**config.mk**
```make
export PLATFORM = sky130hd
export DESIGN_NAME = bram_scanout
export DESIGN_NICKNAME = d
export VERILOG_FILES = /design/src/rtl/bram_scanout_pkg.sv /design/src/rtl/bit_period_strobe.sv /design/src/rtl/bram_scanout.sv
export SDC_FILE = /design/constraint.sdc
export NUM_CORES = 1
export LEC_CHECK = 0
export CAP_MARGIN = 30
export CORE_MARGIN = 1.5
export CORE_UTILIZATION = 40
export CTS_BUF_LIST = sky130_fd_sc_hd__clkbuf_4 sky130_fd_sc_hd__clkbuf_8
export DETAILED_ROUTE_END_ITERATION = 8
export DONT_BUFFER_PORTS = 1
export SLEW_MARGIN = 30
export SYNTH_ARGS = -nofsm -noshare
export SYNTH_HDL_FRONTEND = slang
export SYNTH_HIERARCHICAL = 1
export SYNTH_SLANG_ARGS = --single-unit
```
**constraint.sdc**
```tcl
create_clock -name CLK -period 4.1 [get_ports CLK]
set_clock_uncertainty 0.2 [all_clocks]
set_input_delay 0.41 -clock CLK [delete_from_list [all_inputs] [get_ports CLK]]
set_output_delay 0.41 -clock CLK [all_outputs]
set_load 0.05 [all_outputs]
```
**src/rtl/bram_scanout_pkg.sv**
```systemverilog
// Shared definitions for blocks facing the 256x16 block RAM.
package bram_scanout_pkg;

  localparam int unsigned DEF_ADDRESS_WIDTH = 8;
  localparam int unsigned DEF_DATA_WIDTH    = 16;

  typedef enum logic [2:0] {
    ST_IDLE,
    ST_FETCH,
    ST_LOAD,
    ST_SHIFT,
    ST_FINISH
  } state_e;

endpackage

```
**src/rtl/bit_period_strobe.sv**
```systemverilog
// Bit-period timer: counts CLOCKS_PER_BIT cycles and strobes on the last one.
module bit_period_strobe #(
  parameter int unsigned CLOCKS_PER_BIT = 4
) (
  input  logic clk_i,
  input  logic rst_i,
  input  logic clear_i,
  output logic strobe_o
);

  localparam int unsigned CW = (CLOCKS_PER_BIT > 1) ? $clog2(CLOCKS_PER_BIT) : 1;
  localparam logic [CW-1:0] LAST = CW'(CLOCKS_PER_BIT - 1);

  logic [CW-1:0] cnt_q, cnt_d;
  logic          at_last;

  // Next count: restart on clear or at the end of each period.
  always_comb begin
    at_last = (cnt_q == LAST);
    cnt_d   = cnt_q + 1'b1;
    if (clear_i || at_last) begin
      cnt_d = '0;
    end
  end

  // Period counter register.
  always_ff @(posedge clk_i or posedge rst_i) begin
    if (rst_i) begin
      cnt_q <= '0;
    end else begin
      cnt_q <= cnt_d;
    end
  end

  assign strobe_o = at_last && !clear_i;

endmodule

```
**src/rtl/bram_scanout.sv**
```systemverilog
// Reads a run of words from a block RAM and shifts them out MSB first,
// prefetching the next word so consecutive words stream without gaps.
module bram_scanout
  import bram_scanout_pkg::*;
#(
  parameter int unsigned ADDRESS_WIDTH  = DEF_ADDRESS_WIDTH,
  parameter int unsigned DATA_WIDTH     = DEF_DATA_WIDTH,
  parameter int unsigned CLOCKS_PER_BIT = 4
) (
  input  logic                     CLK,
  input  logic                     reset,
  input  logic                     start,
  input  logic [ADDRESS_WIDTH-1:0] start_address,
  input  logic [ADDRESS_WIDTH:0]   word_count,
  output logic                     busy,
  output logic                     done,
  output logic [ADDRESS_WIDTH-1:0] read_address,
  output logic                     read_enable,
  input  logic [DATA_WIDTH-1:0]    read_data,
  output logic                     serial_out,
  output logic                     frame
);

  localparam int unsigned BW = $clog2(DATA_WIDTH);
  localparam logic [BW-1:0] LSB_BIT = BW'(DATA_WIDTH - 1);
  // With one clock per bit the LSB period is a single cycle, too short to
  // read and capture in; the prefetch then moves one bit earlier and the
  // returning data is taken straight off read_data at the word boundary.
  localparam logic [BW-1:0] PF_BIT  = BW'((CLOCKS_PER_BIT == 1) ? DATA_WIDTH - 2 : DATA_WIDTH - 1);

  state_e                   state_q, state_d;
  logic [ADDRESS_WIDTH-1:0] addr_q, addr_d;
  logic [ADDRESS_WIDTH:0]   rem_q, rem_d;
  logic [DATA_WIDTH-1:0]    shreg_q, shreg_d;
  logic [DATA_WIDTH-1:0]    next_q, next_d;
  logic [BW-1:0]            bit_q, bit_d;
  logic                     have_next_q, have_next_d;
  logic                     pf_valid_q, pf_valid_d;
  logic                     first_q, first_d;
  logic                     zdone_q, zdone_d;
  logic                     pf;
  logic                     strobe;
  logic [DATA_WIDTH-1:0]    load_word;

  bit_period_strobe #(
    .CLOCKS_PER_BIT(CLOCKS_PER_BIT)
  ) u_strobe (
    .clk_i   (CLK),
    .rst_i   (reset),
    .clear_i (state_q != ST_SHIFT),
    .strobe_o(strobe)
  );

  // Next-state, read control and shift datapath.
  always_comb begin
    state_d     = state_q;
    addr_d      = addr_q;
    rem_d       = rem_q;
    shreg_d     = shreg_q;
    next_d      = next_q;
    bit_d       = bit_q;
    have_next_d = have_next_q;
    zdone_d     = 1'b0;
    pf          = 1'b0;
    read_enable = 1'b0;
    load_word   = pf_valid_q ? read_data : next_q;
    if (pf_valid_q) begin
      next_d = read_data;
    end
    unique case (state_q)
      ST_IDLE: begin
        if (start && !zdone_q) begin
          if (word_count != '0) begin
            addr_d  = start_address;
            rem_d   = word_count;
            state_d = ST_FETCH;
          end else begin
            zdone_d = 1'b1;
          end
        end
      end
      ST_FETCH: begin
        read_enable = 1'b1;
        addr_d      = addr_q + 1'b1;
        rem_d       = rem_q - 1'b1;
        state_d     = ST_LOAD;
      end
      ST_LOAD: begin
        shreg_d     = read_data;
        bit_d       = '0;
        have_next_d = 1'b0;
        state_d     = ST_SHIFT;
      end
      ST_SHIFT: begin
        if (first_q && (bit_q == PF_BIT) && (rem_q != '0) && !have_next_q) begin
          pf          = 1'b1;
          read_enable = 1'b1;
          addr_d      = addr_q + 1'b1;
          rem_d       = rem_q - 1'b1;
          have_next_d = 1'b1;
        end
        if (strobe) begin
          if (bit_q == LSB_BIT) begin
            if (have_next_q) begin
              shreg_d     = load_word;
              bit_d       = '0;
              have_next_d = 1'b0;
            end else begin
              state_d = ST_FINISH;
            end
          end else begin
            shreg_d = shreg_q << 1;
            bit_d   = bit_q + 1'b1;
          end
        end
      end
      ST_FINISH: begin
        state_d = ST_IDLE;
      end
      default: begin
        state_d = ST_IDLE;
      end
    endcase
    pf_valid_d = pf;
    first_d    = (state_d == ST_SHIFT) && ((state_q != ST_SHIFT) || strobe);
  end

  // State and datapath registers.
  always_ff @(posedge CLK or posedge reset) begin
    if (reset) begin
      state_q     <= ST_IDLE;
      addr_q      <= '0;
      rem_q       <= '0;
      shreg_q     <= '0;
      next_q      <= '0;
      bit_q       <= '0;
      have_next_q <= 1'b0;
      pf_valid_q  <= 1'b0;
      first_q     <= 1'b0;
      zdone_q     <= 1'b0;
    end else begin
      state_q     <= state_d;
      addr_q      <= addr_d;
      rem_q       <= rem_d;
      shreg_q     <= shreg_d;
      next_q      <= next_d;
      bit_q       <= bit_d;
      have_next_q <= have_next_d;
      pf_valid_q  <= pf_valid_d;
      first_q     <= first_d;
      zdone_q     <= zdone_d;
    end
  end

  assign busy         = (state_q != ST_IDLE);
  assign done         = (state_q == ST_FINISH) || zdone_q;
  assign frame        = (state_q == ST_SHIFT);
  assign serial_out   = frame && shreg_q[DATA_WIDTH-1];
  assign read_address = addr_q;

endmodule

```
Yosys cells after proc, flatten, opt, wreduce, memory -nomap -nowiden

Index checks and enable logic that the tools add are counted.

Register bits: 62
Input port bits: 36
Output and inout bits: 13
Logic and storage cells: 84

Add/subtract/negate cells: 4
Equality and inequality tests: 13
Muxes and demuxes: 35
Reduce and logical (&&, ||, !) cells: 21

Operators by type and width:

| cell                                                                    | number |
|---|---|
| 16-bit two-way mux                                                      | 4 |
| 16-bit case mux with 2 select lines                                     | 1 |
| 9-bit two-way mux                                                       | 3 |
| 9-bit case mux with 3 select lines                                      | 1 |
| 8-bit two-way mux                                                       | 3 |
| 8-bit case mux with 3 select lines                                      | 1 |
| 9-bit nonzero test                                                      | 2 |
| 3-bit two-way mux                                                       | 5 |
| 4-bit two-way mux                                                       | 3 |
| 3-bit case mux with 4 select lines                                      | 1 |
| 3-bit by 2-bit equality test with 1-bit output, second input constant   | 3 |
| 1-bit two-way mux                                                       | 9 |
| 9-bit by 1-bit subtractor with 9-bit output, second input constant      | 1 |
| 8-bit by 1-bit adder with 8-bit output, second input constant           | 1 |
| 4-bit case mux with 2 select lines                                      | 1 |
| 1-bit logical AND                                                       | 7 |
| 3-bit nonzero test                                                      | 2 |
| 4-bit by 1-bit adder with 4-bit output, second input constant           | 1 |
| 4-bit equality test, second input constant                              | 1 |
| 2-bit by 1-bit inequality test with 1-bit output, second input constant | 2 |
| 2-bit inequality test, second input constant                            | 2 |
| 1-bit case mux with 2 select lines                                      | 2 |
| 4-bit AND reduction                                                     | 1 |
| 3-bit by 1-bit equality test with 1-bit output, second input constant   | 1 |
| 11 further kinds                                                        | 15 |

Depth between registers and ports, before layout

Gate-level depths: netlist of the first run.

Depth after elaboration: 9
Mapped depth: 9
Mapped depth without buffers: 6

By module

The synthesis of the first run kept the hierarchy.

Modules (own cells, without submodules):

| module            | instances | cells an instance | area each (µm²) | seq. area each (µm²) |
|---|---|---|---|---|
| bram_scanout      | 1         | 317               | 3360.7          | 1501.4 |
| bit_period_strobe | 1         | 7                 | 90.1            | 50.0 |

Worst setup path after synthesis of the first run

OpenSTA, ideal clock, no wires.

Path kind: flip-flop to flip-flop
Start point: register state_q[2]
End point: register shreg_q[10]
Setup time: 0.125 ns
Data arrival time: 2.268 ns
Data required time: 3.775 ns
Setup slack: 1.508 ns
Cell stages (with the launch flop): 10
Path buffers: 3
Clock period less this slack: 2.592 ns
Cell sequence: dfrtp_1 -> clkbuf_1 -> nand3b_1 -> clkbuf_1 -> nor2b_1 -> inv_1 -> o21a_1 -> nor2_2 -> buf_4 -> mux2_2

Word-level cells in the longest chain between the ends: 5
Elaborated cells on any way between the ends: 10
Classes of those cells: eq/ne (5); mux (1); reduce/logical (4)

Ends and longest elaborated chain:

| item                                                       | RTL line                | source |
|---|---|---|
| start, declared                                            | bram_scanout.sv:31      | `state_e state_q, state_d;` |
| start signal, assigned                                     | bram_scanout.sv:142     | `state_q <= state_d;` |
| 3-bit by 2-bit inequality test with 1-bit output           | bram_scanout.sv:50      | `.clear_i (state_q != ST_SHIFT),` |
| 1-bit zero test                                            | bit_period_strobe.sv:35 | `assign strobe_o = at_last && !clear_i;` |
| 1-bit logical AND                                          | bit_period_strobe.sv:35 |  |
| via strobe                                                 | bram_scanout.sv:42      | `logic strobe;` |
| 2-bit by 1-bit inequality test with 1-bit output (no line) | -                       |  |
| 3-bit AND reduction (no line)                              | -                       |  |
| end signal, assigned                                       | bram_scanout.sv:145     | `shreg_q <= shreg_d;` |
| end, declared                                              | bram_scanout.sv:34      | `logic [DATA_WIDTH-1:0] shreg_q, shreg_d;` |

The timed path passes the listed nets, and every way through them passes these cells.
A chain may end at the register's enable or synchronous reset.

Final worst setup path of the first run

Start point: register rem_q[0]
End point: output read_enable

Word-level cells in the longest chain between the ends: 5

Ends and longest elaborated chain:

| item                               | RTL line            | source |
|---|---|---|
| start, declared                    | bram_scanout.sv:33  | `logic [ADDRESS_WIDTH:0] rem_q, rem_d;` |
| start signal, assigned             | bram_scanout.sv:144 | `rem_q <= rem_d;` |
| 9-bit nonzero test                 | bram_scanout.sv:95  | `if (first_q && (bit_q == PF_BIT) && (rem_q != '0) && !have_next_q) begin` |
| 1-bit logical AND (2 in series)    | bram_scanout.sv:95  |  |
| 1-bit two-way mux                  | bram_scanout.sv:95  |  |
| 1-bit case mux with 2 select lines | bram_scanout.sv:70  | `unique case (state_q)` |
| end, declared                      | bram_scanout.sv:18  | `output logic read_enable,` |

No other way between the ends.

==> run_results.csv, run 1 <==
group,metric,value,unit
placed_design,dp_cells,409,
critical_path,worstSetupStartpoint,"rem_q[0]",
logic_synthesis,yosysWarnings,6,
sta,final_hold_viol_count,0,
critical_path,arrival,2.31,ns
floorplan,die_h,95.9,µm
floorplan,die_width,95.9,µm
logic_synthesis,synthAdderAreaFrac,0.0181,
logic_synthesis,yosysTopAreaCellShare,0.450,
cts,cts_hold_buf,1,
global_routing,met3_usage,0.0490,
global_routing,grt-ovfl-total,0,
routing,drt_drc_violations_left,0,
logic_synthesis,synth_flop_cell,"dfrtp_1",
global_routing,grtUsageMet1,0.233,
layout,layoutNonFillerInstCount,426,
flow_run,maxCapViolCount,0,
logic_synthesis,avgSynthCellArea,10.7,µm²
cts,numCtsBuffers,9,
sta,fmax,343,MHz
routing,ant_nets,0,
pwr,power.leakage,1.53,nW
cts,post_cts_buffers,0,
floorplan,num_io_pins,49,
sta,setup_tns,0,ns
cts,cts.sinks,62,
critical_path,start_kind,"flop",
placed_design,dp_hpwl,4.98,mm
cts,cts-resized-gates,0,
floorplan,initial_core_util,0.416,
routing,wl,7.45,mm
status,status,"completed",
layout,fillers,765,
logic_synthesis,synth_edf_count,0,
sta,finalCriticalPeriod,2.92,ns
logic_synthesis,synthTopCellsByArea,"dfrtp_1, mux2_2, mux2i_1",
logic_synthesis,ys_ff_latch,62,
logic_synthesis,synth_seq_area_share,0.450,
layout,regArea,1550,µm²
hold_path,hp-class,"input port to flop",
logic_synthesis,synth_nets,365,
logic_synthesis,yosysTopAreaCell,"dfrtp_1",
cts,insertion_delay,0.35,ns
layout,multiInputGateArea,1740,µm²
global_routing,grt_pass1_wl,12.1,mm
sta,period_share,0.711,
pwr,ir_drop,0.162,mV
hold_path,hold_depth,2,
logic_synthesis,muxShareOfSynthArea,0.157,
sta,slew_headroom,0.373,
critical_path,criticalPathCategory,"flop to output port",
routing,vias,2472,
routing,firstDrtPassIters,4,
floorplan,rows,33,
placed_design,gp_congestion,0.788,
cts,cts_tree,"built",
critical_path,cp_slowest_cell,"or4b_1",
global_routing,first_global_vias,2423,
hold_path,hold_start,"read_data[0]",
critical_path,cp.required,3.49,ns
layout,area_delta_synth_final,6.27,%
routing,avgViaCountPerCell,5.80,
global_routing,gr-usage-met2,0.263,
routing,wl_per_cell,17.5,µm
logic_synthesis,synthDistinctLibCells,57,
logic_synthesis,async_reset_ff_frac,1.00,
critical_path,max_stage_delay,0.50,ns
layout,nNetsFinal,357,
placed_design,numPortBuffers,0,
floorplan,dieArea,9190,µm²
cts,clk_path_buf_depth,2,
logic_synthesis,syn_area,3450,µm²
floorplan,coreArea,8300,µm²
critical_path,critPathCaptureType,"output port",
logic_synthesis,synthSimpleGateAreaFrac,0.140,
cts,cts_root_buf,"clkbuf_8",
layout,drive_above_1_share,0.227,
layout,antenna-diode-count,0,
critical_path,crit_chain,"inv_1, ha_1, or4b_1, o2111ai_4, nand2_1",
routing,dr.first_iter.drc_count,88,
global_routing,gr-max-usage-layer,"met2",
critical_path,timing.rr.start,"state_q[0]",
logic_synthesis,synth_xor_area_frac,0,
global_routing,grt_max_degree,44,
critical_path,crit_path_max_fanout,10,
pwr,p_per_area,327,nW/µm²
cts,clkSlewWorstSetupHoldPaths,0.07,ns
sta,rsz0062_at_grt,"false",
sta,final-setup-viol-count,0,
global_routing,track_usage,0.175,
logic_synthesis,synth_top_family_by_area,"compound AO/OA/AOI/OAI gates",
logic_synthesis,synth_compound_area_frac,0.187,
global_routing,antenna_found_initial,0,
sta,drv_slew,0,
sta,timing.hold.ws,0.0167,ns
critical_path,reg2regPathDepth,7,
logic_synthesis,syn_inst,324,
sta,worst_pin_slew,0.936,ns
cts,htreeDepth,3,
-- metal layers --
metal,share of wire,wire (µm)
met5,0,0
met1,0.48,3600
met4,0.021,153
met3,0.038,283
met2,0.46,3410
-- sequential cells by signal (all words and copies together), names as in the netlist --
| signal | count |
|---|---|
| bit_q | 4 |
| state_q | 3 |
| read_address | 8 |
| first_q | 1 |
| have_next_q | 1 |
| shreg_q | 16 |
| rem_q | 9 |
| u_strobe/cnt_q | 2 |
| next_q | 16 |
| zdone_q | 1 |
| pf_valid_q | 1 |
-- per-stage QoR --
step / total power, mW / cell area [µm²] / utilization / setup WS (ns)
finish: 1.20 / 3670 / 0.442 / 1.18
global route: 1.25 / 3670 / 0.442 / 1.01
CTS: 1.22 / 3670 / 0.442 / 1.16
detailed placement: 0.684 / 3460 / 0.417 / 1.25
global placement: 0.683 / 3460 / 0.417 / 1.32
floorplan: 0.673 / 3450 / - / 1.51
-- kinds of logic (layout without fill, tap and decap cells) --
group	Yosys count	after routing
buf+inv	29	26
compound gates	87	87
simple gates	91	91
flops	62	62
fa+ha+maj	5	5
mux	50	50
-- synth_stat cells (2+ instances only) --
master,instances
nor3_1,7
buf_2,5
a221oi_1,8
a31o_2,3
inv_1,6
and2_1,3
nor4_1,2
mux2_2,34
or4_1,2
and3_1,4
clkbuf_1,10
nor3b_1,3
o31ai_1,5
nand4_1,3
buf_6,3
a21oi_1,7
a31oi_1,3
a2bb2oi_1,8
o221ai_1,6
ha_1,5
a22o_2,2
nor2b_1,2
dfrtp_1,62
nand2b_1,4
or2_2,2
o2bb2ai_1,4
nand3_1,6
nor2_1,16
nand2_1,26
mux2i_1,16
o21ai_0,29
clkbuf_8,2
nor2_2,2
-- cell usage in the layout (no fill, tap or decap), types with 3 or more instances in the layout --
| cell type | instances |
|---|---|
| nand2b_1 | 4 |
| and2_1 | 3 |
| o31ai_1 | 5 |
| a31o_2 | 3 |
| nand3_1 | 6 |
| o221ai_1 | 6 |
| nand4_1 | 3 |
| nor2_1 | 16 |
| clkbuf_8 | 12 |
| mux2i_1 | 16 |
| a221oi_1 | 8 |
| a21oi_1 | 7 |
| inv_1 | 5 |
| nor3_1 | 7 |
| o2bb2ai_1 | 4 |
| a31oi_1 | 3 |
| ha_1 | 5 |
| and3_1 | 3 |
| nor3b_1 | 3 |
| o21ai_0 | 29 |
| a2bb2oi_1 | 8 |
| nand2_1 | 26 |
| mux2_2 | 34 |
| dfrtp_1 | 62 |
-- where the power goes --
part	internal [mW]	total (mW)	switching [mW]
Clock	0.270	0.527	0.257
Combinational	0.0123	0.0377	0.0254
Sequential	0.618	0.634	0.0165
-- final timing paths --
kind / end / slack (ns)
hold reg to reg: u_strobe/cnt_q[0] / 0.24
hold / removal: shreg_q[0] / 0.02
setup reg to reg: shreg_q[8] / 1.25
min in group asynchronous: u_strobe/cnt_q[0] / 0.21
max in group asynchronous: next_q[7] / 2.48
setup / recovery: read_enable / 1.18
-- cell type report --
type / count / share of cell area
Multi-Input combinational cell: 233 / 0.474
Tap cell: 105 / 0.0358
Clock buffer: 12 / 0.0450
Sequential cell: 62 / 0.423
Clock inverter: 4 / 0.00785
Timing Repair Buffer: 3 / 0.00682
Inverter: 7 / 0.00751
-- critical path: cells and delay by family, from the launching register on --
family          cells  cell delay [ns]
buf+inv             1             0.10
simple gates        2             0.93
flops               1             0.40
fa+ha+maj           1             0.14
compound gates      1             0.39
(Power assumes the default switching activity.)
==> inputs of run 2 (changes only) <==
==> constraint.sdc (replaced) <==
create_clock -name CLK -period 2.7 [get_ports CLK]
set_clock_uncertainty 0.2 [all_clocks]
set_input_delay 0.27 -clock CLK [delete_from_list [all_inputs] [get_ports CLK]]
set_output_delay 0.27 -clock CLK [all_outputs]
set_load 0.05 [all_outputs]
==> run 2 against run 1 <==
Against the previous run:
- clock power rose by 48%
- cell count rose by 12%
- power rose by 54%
- register-to-register slack got worse by 0.98 ns
- global-route usage rose by 0.85 points
- die area did not move
- first-iteration DRC count rose by 43%
- core utilization rose by 5.7 points
- sequential power rose by 50%
- clock-buffer cell count fell by 1
- sequential share of layout area fell by 4.8 points
- combinational power rose to 3.1 times the previous value
- critical path type unchanged
- critical endpoint unchanged
- largest cell class unchanged
- highest routed layer unchanged
==> run_results.csv, run 2 (synthesis gave the netlist of run 1 again) <==
group,metric,value,unit
floorplan,dieArea,9190,µm²
cts,clk_path_buf_depth,2,
critical_path,critPathCaptureType,"output port",
sta,period_share,0.956,
routing,ant_nets,0,
sta,drv_slew,0,
pwr,power,1.85,mW
critical_path,r2r-end,"read_address[1]",
sta,timing.hold.ws,0.00968,ns
global_routing,grt_max_degree,38,
cts,cts-resized-gates,0,
routing,avgViaCountPerCell,5.73,
routing,drt_drc_violations_left,0,
placed_design,dp_cells,422,
layout,nNetsFinal,406,
global_routing,first_global_vias,2519,
routing,wl,7.86,mm
global_routing,grt_pass1_wl,12.7,mm
critical_path,reg2regPathDepth,7,
placed_design,pre_cts_slack,0.331,ns
sta,final-setup-viol-count,0,
status,status,"completed",
floorplan,initial_core_util,0.416,
hold_path,hp-class,"input port to flop",
critical_path,timing.rr.start,"rem_q[0]",
floorplan,coreArea,8300,µm²
pwr,p_per_area,446,nW/µm²
cts,cts_tree,"built",
cts,cts_root_buf,"clkbuf_8",
layout,final_area,4140,µm²
layout,drive_above_1_share,0.238,
cts,numCtsBuffers,9,
layout,reg_top3,"next_q x16, shreg_q x16, rem_q x9",
flow_run,maxCapViolCount,0,
pwr,p_sw,463,µW
global_routing,antenna_found_initial,0,
cts,clkSlewWorstSetupHoldPaths,0.07,ns
pwr,ir_drop,0.230,mV
floorplan,die_width,95.9,µm
pwr,power.leakage,1.76,nW
layout,layoutNonFillerInstCount,475,
hold_path,hold_depth,3,
critical_path,worstSetupStartpoint,"rem_q[0]",
sta,setup_tns,0,ns
critical_path,cp-endpoint,"read_enable",
critical_path,crit_path_max_fanout,6,
sta,final_hold_viol_count,0,
sta,rsz0062_at_grt,"false",
routing,wl_per_cell,16.6,µm
placed_design,gp_congestion,0.800,
sta,finalCriticalPeriod,2.58,ns
critical_path,reg2reg_setup_slack,0.27,ns
sta,fmax,388,MHz
pwr,sw_frac_of_total,0.251,
pwr,pwr-share-clk,0.422,
placed_design,postPlaceCellArea,3580,µm²
routing,vias,2722,
pwr,power_frac_comb,0.063,
floorplan,num_io_pins,49,
placed_design,numPortBuffers,0,
sta,worst_pin_slew,0.918,ns
routing,dr.first_iter.drc_count,126,
global_routing,track_usage,0.183,
pwr,seq_power_share,0.515,
layout,utilization,0.499,
critical_path,cp.required,2.23,ns
floorplan,rows,33,
sta,slew_headroom,0.385,
pwr,internal_power,1.38,mW
critical_path,arrival,2.11,ns
layout,final_common_cell,"dfrtp_1",
layout,antenna-diode-count,0,
floorplan,die_h,95.9,µm
sta,finalWorstSetupSlack,0.120,ns
cts,cts.sinks,62,
cts,insertion_delay,0.34,ns
global_routing,grt-ovfl-total,0,
routing,firstDrtPassIters,4,
critical_path,criticalPathCategory,"flop to output port",
layout,area_delta_synth_final,19.9,%
critical_path,start_kind,"flop",
cts,htreeDepth,3,
placed_design,dp_hpwl,5.21,mm
layout,fillers,765,
layout,final_cell_mix,"dfrtp_1, mux2_2, dlygate4sd3_1, o21ai_0, nand2_1",
run 2: changes by cell type in the layout (fill, tap and decap cells not counted), moves of 2 or more:
cell / before / now
buf_12: 0 / 2
buf_4: 2 / 16
clkinvlp_4: 2 / 0
dlygate4sd3_1: 1 / 34
clkinv_4: 0 / 2
run 2: area by class of cell:
cell class / count / area (µm²) / share of cell area
Inverter: 7 / 26.3 / 0.00635
Clock inverter: 5 / 40.0 / 0.00968
Timing Repair Buffer: 52 / 500 / 0.121
Sequential cell: 62 / 1550 / 0.375
Tap cell: 105 / 131 / 0.0318
Multi-Input combinational cell: 233 / 1740 / 0.420
Clock buffer: 11 / 151 / 0.0366
run 2: how the worst min path moves through the flow:
stage                        from           endpoint  slack [ns]
global route        read_data[14]        shreg_q[14]        0.01
floorplan                   reset  u_strobe/cnt_q[0]       -0.19
finish              read_data[14]        shreg_q[14]        0.01
global placement            reset  u_strobe/cnt_q[0]       -0.19
CTS                 read_data[14]        shreg_q[14]       0.004
detailed placement          reset  u_strobe/cnt_q[0]       -0.18
run 2: power groups by stage:
stage | clock, mW | combinational [mW] | sequential [mW]
3_3_place_gp | 0 | 0.0748 | 0.969
6_report | 0.780 | 0.117 | 0.951
3_5_place_dp | 0 | 0.0757 | 0.969
5_1_grt | 0.856 | 0.128 | 0.953
4_1_cts | 0.807 | 0.118 | 0.950
2_1_floorplan | 0 | 0.0443 | 0.977
run 2: per-layer routing:
| layer | routed length [µm] | global-route usage | vias to the layer above |
|---|---|---|---|
| met1 | 3710 | 0.256 | 1329 |
| met3 | 368 | 0.0403 | 17 |
| met4 | 152 | 0.0846 | 0 |
| met2 | 3630 | 0.270 | 72 |
| li1 | - | - | 1304 |
| met5 | 0 | 0 | - |
run 2: repair_timing:
item | CTS | global route
hold endpoints to repair | 69 | 0
setup buffers | 0 | 3
setup endpoints to repair | 0 | 1
hold buffers | 34 | 0
run 2: worst max-delay path, cell delays in order, from the launching register on:
cell and delay (ns):
dfrtp_1 0.40, inv_1 0.11, ha_1 0.14, or4b_1 0.51, o2111ai_4 0.32, nand2_1 0.09, buf_4 0.20
==> inputs of run 3 (changes only) <==
--- a/config.mk
+++ b/config.mk
@@ -5,12 +5,14 @@
 export SDC_FILE = /design/constraint.sdc
 export NUM_CORES = 1
 export LEC_CHECK = 0
+export ABC_AREA = 1
 export CAP_MARGIN = 30
 export CORE_MARGIN = 1.5
 export CORE_UTILIZATION = 40
 export CTS_BUF_LIST = sky130_fd_sc_hd__clkbuf_4 sky130_fd_sc_hd__clkbuf_8
 export DETAILED_ROUTE_END_ITERATION = 8
 export DONT_BUFFER_PORTS = 1
+export GPL_TIMING_DRIVEN = 0
 export SLEW_MARGIN = 30
 export SYNTH_ARGS = -nofsm -noshare
 export SYNTH_HDL_FRONTEND = slang
==> run 3 against run 2 <==
Against the previous run:
- synthesized cell count is 49% higher
- routed wire length is 8.7% higher
- sequential share of layout area is 0.19 points lower
- global-route usage is 2.7 points higher
- hold slack better by 0.0093 ns
- largest cell class unchanged
==> run_results.csv, run 3 <==
group,metric,value,unit
status,status,"completed",
critical_path,arrival,2.41,ns
cts,numCtsBuffers,9,
logic_synthesis,synth_flop_cell,"dfrtp_1",
global_routing,grt_max_degree,33,
sta,final_hold_viol_count,0,
sta,drv_slew,0,
sta,fmax,418,MHz
cts,cts_root_buf,"clkbuf_8",
floorplan,die_width,95.3,µm
routing,drt_drc_violations_left,0,
logic_synthesis,async_reset_ff_frac,1.00,
layout,multiInputGateArea,1600,µm²
layout,antenna-diode-count,0,
layout,final_area,4160,µm²
layout,regArea,1550,µm²
critical_path,cp_slowest_cell,"dfrtp_1",
cts,cts_tree,"built",
cts,clkSlewWorstSetupHoldPaths,0.08,ns
pwr,power.leakage,2.06,nW
floorplan,dieArea,9080,µm²
placed_design,dp_hpwl,5.85,mm
logic_synthesis,synthTopCellsByArea,"dfrtp_1, nand2_1, inv_1",
placed_design,pre_cts_slack,0.0107,ns
routing,wl_per_cell,13.3,µm
critical_path,crit_chain,"inv_2, nor2_4, nand2_4, nor2_1, inv_1, nand2_1, nand2_1, a21oi_4, inv_2, buf_4, nand2_1, nand2_1",
pwr,p_per_area,472,nW/µm²
layout,reg_top3,"next_q x16, shreg_q x16, rem_q x9",
cts,htreeDepth,3,
global_routing,first_global_vias,3095,
routing,dr.first_iter.drc_count,168,
logic_synthesis,synth_edf_count,0,
logic_synthesis,yosysTopAreaCell,"dfrtp_1",
layout,area_delta_synth_final,22.0,%
logic_synthesis,syn_inst,483,
sta,worst_pin_slew,0.990,ns
routing,wl,8.54,mm
sta,final-setup-viol-count,0,
flow_run,maxCapViolCount,0,
routing,avgViaCountPerCell,4.90,
critical_path,crit_path_max_fanout,20,
routing,firstDrtPassIters,5,
pwr,power,1.96,mW
logic_synthesis,ys_ff_latch,62,
cts,insertion_delay,0.33,ns
logic_synthesis,synth_nets,524,
critical_path,critPathCaptureType,"flop",
critical_path,cp_common_cell,"nand2_1",
logic_synthesis,yosysWarnings,6,
cts,cts.sinks,62,
sta,finalCriticalPeriod,2.39,ns
layout,nNetsFinal,571,
hold_path,hp-class,"input port to flop",
layout,final_cell_mix,"nand2_1, dfrtp_1, inv_1, dlygate4sd3_1, nor2_1",
sta,period_share,0.886,
critical_path,cp.required,2.72,ns
logic_synthesis,synth_common_cells,"nand2_1, dfrtp_1, inv_1, nor2_1, nand3_1",
sta,finalWorstSetupSlack,0.307,ns
floorplan,die_h,95.3,µm
logic_synthesis,synthMostInstantiatedCell,"nand2_1",
layout,drive_above_1_share,0.0785,
critical_path,max_stage_delay,0.44,ns
global_routing,track_usage,0.210,
global_routing,grt_pass1_wl,14.5,mm
floorplan,rows,33,
routing,vias,3135,
layout,final_common_cell,"nand2_1",
routing,ant_nets,0,
layout,fillers,795,
logic_synthesis,synthDistinctLibCells,31,
logic_synthesis,synth_seq_area_share,0.455,
placed_design,gp_congestion,0.844,
floorplan,num_io_pins,49,
pwr,ir_drop,0.267,mV
logic_synthesis,avgSynthCellArea,7.06,µm²
placed_design,postPlaceCellArea,3570,µm²
cts,clk_path_buf_depth,2,
critical_path,start_kind,"flop",
global_routing,grt-ovfl-total,0,
floorplan,coreArea,8220,µm²
sta,rsz0062_at_grt,"false",
placed_design,numPortBuffers,0,
critical_path,criticalPathCategory,"flop to flop",
floorplan,initial_core_util,0.415,
global_routing,antenna_found_initial,0,
logic_synthesis,syn_area,3410,µm²
sta,slew_headroom,0.336,
logic_synthesis,yosysTopAreaCellShare,0.455,
## run 3: changes by cell type in the layout (fill, tap and decap cells not counted), moves of 8 or more
cell and delta:
mux2_2 -34, mux2i_1 -16, buf_4 -12, nor2_1 +15, nand2_1 +204, inv_1 +40, nand3_1 +20, a221oi_1 -8
a2bb2oi_1 -8
## run 3: cell type report
cell class                      count  share of cell area
Multi-Input combinational cell    357               0.385
Sequential cell                    62               0.373
Timing Repair Buffer               37              0.0915
Inverter                           51              0.0466
Clock buffer                       11              0.0364
Tap cell                          105              0.0316
Clock inverter                      5              0.0196
Buffer                             12              0.0165
## run 3: timing repair
| item | CTS | global route |
|---|---|---|
| buffers inserted | 0 | 0 |
| endpoints found under the setup margin | 9 | 0 |
| hold endpoints to repair | 107 | 0 |
| resized for setup | 1 | 0 |
| hold buffers | 36 | 0 |
## run 3: power by group
| part | switching (mW) | leakage (nW) | total (mW) | internal [mW] |
|---|---|---|---|---|
| combinational | 0.0401 | 1.25 | 0.0832 | 0.0430 |
| sequential | 0.00261 | 0.699 | 0.935 | 0.933 |
| clock | 0.373 | 0.116 | 0.944 | 0.570 |
| total | 0.416 | 2.06 | 1.96 | 1.55 |
## run 3: path summary, 6_finish.rpt
kind                                      to               from  slack [ns]  depth (start not counted)
max in group asynchronous          next_q[1]              reset        1.57                          3
setup reg to reg                  shreg_q[0]         state_q[0]        0.31                         12
setup / recovery                  shreg_q[0]         state_q[0]        0.31                         12
hold reg to reg            u_strobe/cnt_q[0]  u_strobe/cnt_q[0]        0.24                          1
hold / removal                    shreg_q[3]       read_data[3]        0.02                          4
min in group asynchronous  u_strobe/cnt_q[0]              reset        0.11                          2
## run 3: kinds of logic after synthesis
kind of cell | after synthesis | share of synthesized area
buffers and inverters | 64 | 0.0775
AO/OA/AOI/OAI | 45 | 0.0764
AND/OR/NAND/NOR | 304 | 0.365
flip-flops | 62 | 0.455
XOR/XNOR | 3 | 0.00771
adder cells (fa/ha/maj) | 5 | 0.0184
## run 3: critical path: cells and delay by family, from the launching register on
kind | cells | cell delay (ns)
and+or+nand+nor | 7 | 0.88
DFF | 1 | 0.44
AOI/OAI and AO/OA | 1 | 0.28
buffers and inverters | 4 | 0.46
## run 3: layer usage
| metal | routed length, µm | global-route usage | up-vias |
|---|---|---|---|
| li1 | - | - | 1586 |
| met1 | 3790 | 0.273 | 1451 |
| met2 | 4140 | 0.340 | 86 |
| met3 | 476 | 0.0399 | 12 |
| met4 | 127 | 0.0933 | 0 |
| met5 | 0 | 0 | - |
## run 3: metrics by stage
step	hold slack [ns]	util	cells	TNS (ns)
CTS	0.00394	0.506	640	0
detailed placement	-0.172	0.434	589	0
finish	0.0190	0.506	640	0
global placement	-0.183	0.431	588	-1.01
global route	0.0147	0.506	640	0
floorplan	-0.189	-	483	0
